<file path="config.mk">
export PLATFORM = sky130hd
export DESIGN_NAME = plru_tree_nway
export DESIGN_NICKNAME = d
export VERILOG_FILES = /design/src/rtl/plru_pkg.sv /design/src/rtl/plru_tree_logic.sv /design/src/rtl/plru_tree_nway.sv
export SDC_FILE = /design/constraint.sdc
export NUM_CORES = 1
export LEC_CHECK = 0
export BUFFER_PORTS_ARGS = -buffer_cell sky130_fd_sc_hd__clkbuf_2
export CAP_MARGIN = 0
export CELL_PAD_IN_SITES_DETAIL_PLACEMENT = 1
export CELL_PAD_IN_SITES_GLOBAL_PLACEMENT = 1
export CORE_MARGIN = 2
export CORE_UTILIZATION = 49
export CTS_BUF_LIST = sky130_fd_sc_hd__clkbuf_16
export DETAILED_ROUTE_END_ITERATION = 10
export GPL_ROUTABILITY_DRIVEN = 0
export GPL_TIMING_DRIVEN = 0
export PLACE_DENSITY = 0.84
export SLEW_MARGIN = 20
export SYNTH_ARGS = -nofsm -noshare
export SYNTH_HDL_FRONTEND = slang
export SYNTH_SLANG_ARGS = --single-unit
</file>
<file path="constraint.sdc">
create_clock -name clk -period 4.35 [get_ports clk]
set_clock_uncertainty 0.05 [all_clocks]
set_input_delay 0.6525 -clock clk [delete_from_list [all_inputs] [get_ports clk]]
set_output_delay 0.6525 -clock clk [all_outputs]
set_load 0.05 [all_outputs]
</file>
<file path="src/rtl/plru_pkg.sv">
`default_nettype none
// ============================================================================
// plru_pkg : shared types and node-index helpers for the tree pseudo-LRU unit
// Revision : 1.0
// ============================================================================
package plru_pkg;

    typedef enum logic [0:0] {
        IDLE  = 1'b0,
        FLUSH = 1'b1
    } plru_state_e;

    function automatic int node_parent(input int node);
        return (node - 1) / 2;
    endfunction

    function automatic int node_left(input int node);
        return 2 * node + 1;
    endfunction

    function automatic int leaf_to_way(input int leaf, input int ways);
        return leaf - (ways - 1);
    endfunction

endpackage
`default_nettype wire

</file>
<file path="src/rtl/plru_tree_logic.sv">
`default_nettype none
// ============================================================================
// plru_tree_logic : combinational touch update and victim walk for one set
// Revision : 1.0
// ============================================================================
module plru_tree_logic
    import plru_pkg::*;
#(
    parameter int WAYS  = 8,
    parameter int WAY_W = $clog2(WAYS)
) (
    input  logic [WAYS-2:0]  touch_bits,
    input  logic [WAY_W-1:0] touch_way,
    output logic [WAYS-2:0]  touched_bits,
    input  logic [WAYS-2:0]  lookup_bits,
    input  logic [WAYS-1:0]  valid_mask,
    output logic [WAY_W-1:0] victim_way
);

    logic [WAY_W-1:0] w_tree_way;
    logic [WAY_W-1:0] w_inv_way;

    // A node at depth d covers 2**(WAY_W-d) ways; the touched way is on its
    // path when the way's upper bits equal the node's position in the level.
    for (genvar d = 0; d < WAY_W; d++) begin : g_level
        for (genvar p = 0; p < (1 << d); p++) begin : g_node
            localparam int NODE = (1 << d) - 1 + p;
            localparam int SPAN = WAY_W - d;
            assign touched_bits[NODE] = ((touch_way >> SPAN) == WAY_W'(p)) ?
                                        ~touch_way[SPAN-1] : touch_bits[NODE];
        end
    end

    always_comb begin : p_walk
        int              w_node;
        logic [WAYS-2:0] w_sh;
        w_node = 0;
        w_sh   = '0;
        for (int d = 0; d < WAY_W; d++) begin
            w_sh   = lookup_bits >> w_node;
            w_node = node_left(w_node) + int'(w_sh[0]);
        end
        w_tree_way = WAY_W'(leaf_to_way(w_node, WAYS));
    end

    always_comb begin : p_invalid
        logic [WAYS-1:0] w_m;
        w_inv_way = '0;
        w_m       = '0;
        for (int i = WAYS - 1; i >= 0; i--) begin
            w_m = valid_mask >> i;
            if (!w_m[0]) begin
                w_inv_way = WAY_W'(i);
            end
        end
    end

    assign victim_way = (&valid_mask) ? w_tree_way : w_inv_way;

endmodule
`default_nettype wire

</file>
<file path="src/rtl/plru_tree_nway.sv">
`default_nettype none
// ============================================================================
// plru_tree_nway : per-set tree pseudo-LRU with invalid-first victims,
//                  touch/lookup forwarding and a sequential flush sweep
// Revision : 1.0
// ============================================================================
module plru_tree_nway
    import plru_pkg::*;
#(
    parameter int WAYS  = 8,
    parameter int SETS  = 8,
    parameter int WAY_W = $clog2(WAYS),
    parameter int IDX_W = $clog2(SETS)
) (
    input  logic             clk,
    input  logic             rst_n,
    input  logic             touch_valid,
    input  logic [IDX_W-1:0] touch_index,
    input  logic [WAY_W-1:0] touch_way,
    input  logic             victim_req,
    input  logic [IDX_W-1:0] victim_index,
    input  logic [WAYS-1:0]  valid_mask,
    input  logic             flush_req,
    output logic             ready,
    output logic             victim_valid,
    output logic [WAY_W-1:0] victim_way
);

    logic [WAYS-2:0]  r_tree [SETS];
    plru_state_e      r_state;
    logic [IDX_W-1:0] r_cnt;
    logic             r_ready;
    logic             r_victim_valid;
    logic [WAY_W-1:0] r_victim_way;

    logic             w_idle;
    logic             w_touch_acc;
    logic             w_victim_acc;
    logic [WAYS-2:0]  w_touched;
    logic [WAYS-2:0]  w_lookup;
    logic [WAY_W-1:0] w_victim_sel;

    assign w_idle       = (r_state == IDLE);
    // A flush in the same cycle drops the touch but still answers the lookup.
    assign w_touch_acc  = w_idle & touch_valid & ~flush_req;
    assign w_victim_acc = w_idle & victim_req;
    assign w_lookup     = (w_touch_acc && (touch_index == victim_index)) ?
                          w_touched : r_tree[victim_index];

    plru_tree_logic #(
        .WAYS  (WAYS),
        .WAY_W (WAY_W)
    ) u_logic (
        .touch_bits   (r_tree[touch_index]),
        .touch_way    (touch_way),
        .touched_bits (w_touched),
        .lookup_bits  (w_lookup),
        .valid_mask   (valid_mask),
        .victim_way   (w_victim_sel)
    );

    for (genvar s = 0; s < SETS; s++) begin : g_set
        always_ff @(posedge clk or negedge rst_n) begin
            if (!rst_n) begin
                r_tree[s] <= '0;
            end else if (r_state == FLUSH) begin
                if (r_cnt == IDX_W'(s)) begin
                    r_tree[s] <= '0;
                end
            end else if (w_touch_acc && (touch_index == IDX_W'(s))) begin
                r_tree[s] <= w_touched;
            end
        end
    end

    always_ff @(posedge clk or negedge rst_n) begin
        if (!rst_n) begin
            r_state <= IDLE;
            r_cnt   <= '0;
            r_ready <= 1'b1;
        end else begin
            case (r_state)
                IDLE: begin
                    if (flush_req) begin
                        r_state <= FLUSH;
                        r_cnt   <= '0;
                        r_ready <= 1'b0;
                    end
                end
                FLUSH: begin
                    r_cnt <= r_cnt + 1'b1;
                    if (r_cnt == IDX_W'(SETS - 1)) begin
                        r_state <= IDLE;
                        r_ready <= 1'b1;
                    end
                end
                default: begin
                    r_state <= IDLE;
                    r_ready <= 1'b1;
                end
            endcase
        end
    end

    always_ff @(posedge clk or negedge rst_n) begin
        if (!rst_n) begin
            r_victim_valid <= 1'b0;
            r_victim_way   <= '0;
        end else begin
            r_victim_valid <= w_victim_acc;
            if (w_victim_acc) begin
                r_victim_way <= w_victim_sel;
            end
        end
    end

    assign ready        = r_ready;
    assign victim_valid = r_victim_valid;
    assign victim_way   = r_victim_way;

endmodule
`default_nettype wire

</file>
==> summary.txt, run 1 <==
Clock network
  • CTS root buffer: clkbuf_16
  • CTS tree: yes
  • Htree depth: 3
  • Setup bufs post-CTS: 0
  • CTS max path bufs: 2
  • Clk pin slew, worst setup/hold paths: 0.06 ns
  • Post-cts sizing count: 0
  • Clk sink count: 65
  • Clock Latency Late Sink: 0.34 ns
  • # hold bufs at CTS: 0
  • CTS Buf Count: 9

Final layout
  • # nets final: 415
  • Register area: 0.00163 mm^2
  • Multi-input logic area: 0.00222 mm^2
  • Diode count: 0
  • Post-Route Utilization: 0.590
  • Fillers: 819
  • Area delta synth->final: 15.6%
  • Share of cells above drive strength 1: 0.312

Drt
  • Pre-Repair DR Iteration Count: 4
  • WL final: 11,500 um
  • ANT nets after route: 0
  • WL/cell: 23.4 um
  • DRC Markers: 0
  • Routed via count divided by cell count: 6.32
  • DR vias: 3,118
  • 1st-iter DRT viols: 209

Power and ir drop
  • Maximum VDD drop: 0.402 mV
  • Power per Cell Area: 658 mW/mm^2
  • Leakage: 2.06 nW

Die
  • I/O pin cnt: 27
  • DIE HEIGHT: 93.9 um
  • Die width: 93.9 um
  • Die ar.: 0.00882 mm^2
  • Initial Util: 0.510
  • Rows: 32
  • Core area: 0.00777 mm^2

Critical path
  • CP Capture Type: flop
  • FF-to-FF End: victim_way[0]
  • WS Path Type: in -> reg
  • CP max FO: 10
  • Worst Path Arrival: 3.76 ns
  • Worst Path Required: 4.53 ns
  • Launch point of the worst reg-to-reg path: r_state
  • Register-to-Register Path Depth: 13
  • FF-to-FF setup slack: 0.81 ns
  • Startpoint Class: input port

Run status
  • Outcome: finished clean

Synth
  • Post-Syn Area: 0.00396 mm^2
  • #FFs+latches synth: 65
  • Yosys Warn Count: 0
  • FFs w/ async S/R, synth: 1.00
  • Seq/Total Area, Yosys: 0.411
  • Cell taking the most area after synthesis: dfrtp_1
  • Post-synthesis average cell area: 11.3 um^2
  • Count of different cell masters after synthesis: 47
  • Number of synthesized flops with an enable pin: 0
  • Post-Syn Nets: 379
  • Synth cell count leaders: dfrtp_1 (64), mux2_2 (46), nand2_1 (38)
  • Most numerous cell in the Yosys netlist: dfrtp_1
  • Area contributors post-synth: dfrtp_1 (40%), mux2_2 (13%), mux4_2 (12%), mux2i_1 (6.3%), nand2_1 (3.6%)
  • Post-synthesis cell count: 350
  • Top cell type's share of synthesized area: 0.404
  • Synth Flop Type: dfrtp_1

GRT
  • Largest net degree at the start of global routing: 51
  • Initial antenna violation count: 0
  • Vias in the first global route: 3,467
  • First-pass GRT wire length: 18,900 um
  • Overflow after GRT: 0
  • Global Route Usage Sum: 0.287

STA
  • Slew margin rel.: 0.252
  • Period utilisation layout: 0.823
  • Max-slew violation count: 0
  • Post-route setup slack: 0.769 ns
  • RSZ-0062 raised after global routing: no
  • Worst-Margin Slew: 1.12 ns
  • TNS Setup: 0 ns
  • Crit path time final: 3.58 ns
  • Fmax: 279 MHz
  • Setup-failing EPs final: 0
  • Hold Vio Cnt, Final: 0

Placement
  • PortBufs: 23
  • Final HPWL DP: 8070 um
  • Post-place setup slack: 0.644 ns

Job
  • Maxcap violations: 0

Min path
  • Hold WC Path Type: in -> async
[per-layer routing]
| layer | track usage | wire (um) |
|---|---|---|
| met1 | 0.374 | 4820 |
| met3 | 0.0457 | 574 |
| met5 | 0 | 0 |
| met2 | 0.470 | 5730 |
| met4 | 0.139 | 407 |
[power by group]
| group | leakage (nW) | internal [mW] | total (mW) | switching, mW |
|---|---|---|---|---|
| clock network | 0.153 | 0.501 | 0.783 | 0.282 |
| registers | 0.878 | 0.835 | 1.06 | 0.220 |
| logic | 1.03 | 0.540 | 1.17 | 0.634 |
| total | 2.06 | 1.88 | 3.01 | 1.14 |
[logic make-up (layout without fill, tap and decap cells)]
| logic type | Yosys count | in the layout | share of synthesized area |
|---|---|---|---|
| multiplexers | 92 | 92 | 0.313 |
| AO/OA/AOI/OAI | 63 | 63 | 0.101 |
| flip-flops | 65 | 65 | 0.411 |
| AND/OR/NAND/NOR | 88 | 88 | 0.111 |
| buffers and inverters | 31 | 72 | 0.0335 |
| XOR/XNOR | 4 | 4 | 0.00884 |
| adder cells (fa/ha/maj) | 7 | 7 | 0.0221 |
[critical path: stages]
cell and delay [ns]:
clkbuf_1 0.41, buf_1 0.54, nor2_1 0.12, a22oi_1 0.36, a211oi_1 0.18, nor4_4 0.31, inv_1 0.08, ha_1 0.42
a21oi_1 0.10, a31oi_1 0.26, nand3_1 0.12, a31o_1 0.20
[flip-flops by register name (all words and copies together), names as in the netlist]
name,flops
r_state,1
victim_valid,1
r_cnt,3
r_tree,56
victim_way,3
ready,1
[worst max path at each step]
| stage | start | to | slack [ns] | cells past startpoint |
|---|---|---|---|---|
| 2_1_floorplan | victim_index[1] | victim_way[0] | 1.01 | 12 |
| 3_3_place_gp | touch_index[0] | victim_way[0] | 0.67 | 12 |
| 3_5_place_dp | touch_index[0] | victim_way[0] | 0.64 | 12 |
| 4_1_cts | victim_index[1] | victim_way[0] | 0.81 | 12 |
| 5_1_grt | victim_index[1] | victim_way[0] | 0.54 | 12 |
| 6_report | victim_index[1] | victim_way[0] | 0.77 | 12 |
[layout make-up]
type / instances / share of cell area
buffer: 19 / 0.0191
tap: 102 / 0.0279
clock inverter: 7 / 0.0210
inverter: 12 / 0.00984
clock buffer: 9 / 0.0492
timing repair buffer: 25 / 0.0333
sequential: 65 / 0.355
multi-input combinational: 254 / 0.484
[per-stage QoR]
stage / std cells / hold slack, ns / area (um^2) / total power, mW
2_1_floorplan: 350 / 0.307 / 3960 / 1.83
6_report: 493 / 0.163 / 4580 / 3.01
3_5_place_dp: 477 / 0.432 / 4260 / 2.18
4_1_cts: 493 / 0.171 / 4580 / 3.00
5_1_grt: 493 / 0.182 / 4580 / 3.16
3_3_place_gp: 475 / 0.420 / 4210 / 2.08
[layout by cell type, fill, tap and decap left out, types with 9 or more instances in the layout]
cell type,instances
clkbuf_1,9
clkbuf_16,9
clkbuf_2,22
dfrtp_1,64
inv_1,13
mux2_2,46
mux2i_1,25
mux4_2,21
nand2_1,38
nor2_1,17
o21ai_0,25
Power figures use the tool's default switching activity.
==> run 2, diff against run 1 <==
--- a/config.mk
+++ b/config.mk
@@ -10,12 +10,12 @@
 export CELL_PAD_IN_SITES_DETAIL_PLACEMENT = 1
 export CELL_PAD_IN_SITES_GLOBAL_PLACEMENT = 1
 export CORE_MARGIN = 2
-export CORE_UTILIZATION = 49
+export CORE_UTILIZATION = 44
 export CTS_BUF_LIST = sky130_fd_sc_hd__clkbuf_16
 export DETAILED_ROUTE_END_ITERATION = 10
 export GPL_ROUTABILITY_DRIVEN = 0
 export GPL_TIMING_DRIVEN = 0
-export PLACE_DENSITY = 0.84
+export PLACE_DENSITY = 0.8
 export SLEW_MARGIN = 20
 export SYNTH_ARGS = -nofsm -noshare
 export SYNTH_HDL_FRONTEND = slang
==> constraint.sdc (replaced) <==
create_clock -name clk -period 3.2 [get_ports clk]
set_clock_uncertainty 0.05 [all_clocks]
set_input_delay 0.48 -clock clk [delete_from_list [all_inputs] [get_ports clk]]
set_output_delay 0.48 -clock clk [all_outputs]
set_load 0.05 [all_outputs]
==> summary.txt, run 2 (synthesis gave the netlist of run 1 again) <==
Placement
  • Final HPWL DP: 8100 um (+0.35%)
  • PortBufs: 23 (unchanged)
  • Placed instance count: 482 (+1.0%)
  • Area after DPL: 0.00426 mm^2 (unchanged)
  • Post-place setup slack: -0.477 ns (-1.12 ns)

Critical path
  • Launch point of the worst reg-to-reg path: r_state
  • CP max stage cell: or4_4
  • CP Cell Sequence: buf_6 > or3b_4 > buf_6 > or4_4 > buf_6 > buf_4 > mux2_2 > ha_4 > a21oi_2 > a31oi_2 > nand3_1 > a31o_1
  • Worst Path Arrival: 3.30 ns (-0.46 ns)
  • Startpoint Class: flop
  • CP Capture Type: flop
  • CP max FO: 6 (-4)
  • WS Path Type: reg -> reg
  • Worst path most repeated cell: buf_6
  • Max incr delay on CP: 0.42 ns (-0.12 ns)
  • FF-to-FF setup slack: 0.06 ns (-0.75 ns)
  • FF-to-FF End: victim_way[0]
  • Worst Path Required: 3.37 ns (-1.16 ns)
  • Register-to-Register Path Depth: 12 (-1)

STA
  • Period utilisation layout: 0.980
  • Hold Vio Cnt, Final: 0 (unchanged)
  • Worst-Margin Slew: 0.991 ns (-0.125 ns)
  • Fmax: 319 MHz
  • Crit path time final: 3.14 ns
  • Slew margin rel.: 0.336 (+0.0840)
  • Post-route setup slack: 0.0625 ns (-0.707 ns)
  • Setup-failing EPs final: 0 (unchanged)
  • Max-slew violation count: 0 (unchanged)

Clock network
  • CTS max path bufs: 2 (unchanged)
  • Htree depth: 3 (unchanged)
  • Clock Latency Late Sink: 0.33 ns (about the same)
  • CTS tree: yes
  • CTS Buf Count: 9 (unchanged)
  • CTS root buffer: clkbuf_16
  • Clk pin slew, worst setup/hold paths: 0.06 ns (about the same)
  • Clk sink count: 65 (unchanged)

Final layout
  • Diode count: 0 (unchanged)
  • Share of cells above drive strength 1: 0.355 (+0.0430)
  • Design area: 0.00477 mm^2 (+4.2%)
  • Non-filler cells in the finished layout: 508 (+3.0%)
  • Fillers: 911 (+11%)
  • Multi-input logic area: 0.00227 mm^2 (+2.5%)
  • Commonest non-fill, non-tap cells in the layout: dfrtp_1 (64), mux2_2 (46), nand2_1 (38), clkbuf_2 (25), mux2i_1 (25)
  • Max FFs per register: 56 (unchanged)
  • Register area: 0.00163 mm^2 (unchanged)
  • # nets final: 424 (+2.2%)
  • Commonest non-fill, non-tap cell in the layout: dfrtp_1
  • Area delta synth->final: 20.5%
  • Most flops, register: r_tree

Min path
  • Hold WC Path Type: in -> reg
  • Worst hold path depth: 2
  • Hold_sp: flush_req
  • Endpoint of the worst hold path: ready

Die
  • DIE HEIGHT: 98.9 um (+5.3%)
  • I/O pin cnt: 27 (unchanged)
  • Die ar.: 0.00978 mm^2 (+11%)
  • Initial Util: 0.454 (-0.0558)
  • Die width: 98.9 um (+5.3%)
  • Core area: 0.00872 mm^2 (+12%)
  • Rows: 34 (+6.3%)

GRT
  • Initial antenna violation count: 0 (unchanged)
  • Overflow after GRT: 0 (unchanged)
  • Vias in the first global route: 3,456 (-0.32%)
  • First-pass GRT wire length: 19,000 um (+0.44%)
  • Global Route Usage Sum: 0.254 (-0.0333)
  • Largest net degree at the start of global routing: 55 (+7.8%)

Drt
  • ANT nets after route: 0 (unchanged)
  • Pre-Repair DR Iteration Count: 4 (unchanged)
  • 1st-iter DRT viols: 175 (-16%)
  • WL/cell: 23.5 um (+0.63%)
  • WL final: 12,000 um (+3.7%)
  • Routed via count divided by cell count: 6.23 (-1.6%)
  • DRC Markers: 0 (unchanged)
  • DR vias: 3,163 (+1.4%)

Power and ir drop
  • Power per Cell Area: 933 mW/mm^2 (+42%)
  • Maximum VDD drop: 0.333 mV (-17%)
  • Leakage: 2.15 nW (+4.4%)

Job
  • Maxcap violations: 0 (unchanged)

Run status
  • Outcome: finished clean
run 2: cell types whose count changed in the layout (fill, tap and decap cells not counted), sizes merged:
| cell | change |
|---|---|
| buf | +6 |
| bufinv | +2 |
| clkbuf | +2 |
| clkinvlp | -2 |
| clkinv | +1 |
| dlygate4sd3 | +1 |
| inv | -1 |
run 2: worst max path at each step:
stage                    end  slack [ns]       startpoint  cells after the start
2_1_floorplan  victim_way[0]        0.04  victim_index[1]                     12
3_3_place_gp   victim_way[0]       -0.37   touch_index[0]                     12
3_5_place_dp   victim_way[0]       -0.48   touch_index[0]                     12
4_1_cts        victim_way[0]      0.0004          r_state                     12
5_1_grt        victim_way[0]       -0.02          r_state                     13
6_report       victim_way[0]        0.06          r_state                     12
run 2: worst max-delay path, delay by kind of cell, from the launching register on:
| family | cells | cell delay, ns |
|---|---|---|
| compound gates | 3 | 0.44 |
| fa+ha+maj | 1 | 0.33 |
| buf+inv | 4 | 0.58 |
| flops | 1 | 0.38 |
| mux | 1 | 0.33 |
| simple gates | 3 | 0.91 |
run 2: metrics by stage:
step           hold slack, ns  utilization  power (mW)  setup TNS [ns]
2_1_floorplan           0.134            -        2.48               0
3_3_place_gp            0.412        0.483        2.83           -1.48
3_5_place_dp            0.323        0.488        2.97          -0.832
4_1_cts                 0.316        0.534        4.27               0
5_1_grt                 0.333        0.547        4.66         -0.0249
6_report                0.319        0.547        4.45               0
run 2: power breakdown:
part	internal [mW]	switching, mW	leakage (nW)
combinational	0.844	0.944	1.09
clock	0.841	0.390	0.180
sequential	1.14	0.300	0.878
run 2: layer usage:
| layer | vias up | track usage | wire length, um |
|---|---|---|---|
| met1 | 1625 | 0.326 | 4970 |
| met4 | 0 | 0.128 | 462 |
| met3 | 36 | 0.0369 | 498 |
| met2 | 117 | 0.421 | 6020 |
| met5 | - | 0 | 0 |
| li1 | 1385 | - | - |
run 2: final cells by class:
type | instances | area share
Timing Repair Buffer | 34 | 0.0467
Sequential cell | 65 | 0.341
Tap cell | 108 | 0.0283
Clock inverter | 7 | 0.0299
Inverter | 12 | 0.00944
Clock buffer | 9 | 0.0472
Multi-Input combinational cell | 254 | 0.476
Buffer | 19 | 0.0212
run 2: timing repair:
| item | CTS | global route |
|---|---|---|
| setup buffers | 1 | 8 |
| pin swaps | 1 | 6 |
| gates cloned | 0 | 0 |
| endpoints found under the hold margin | 10 | 0 |
| setup endpoints to repair | 2 | 2 |
| hold buffers | 1 | 0 |
| resized for setup | 3 | 18 |
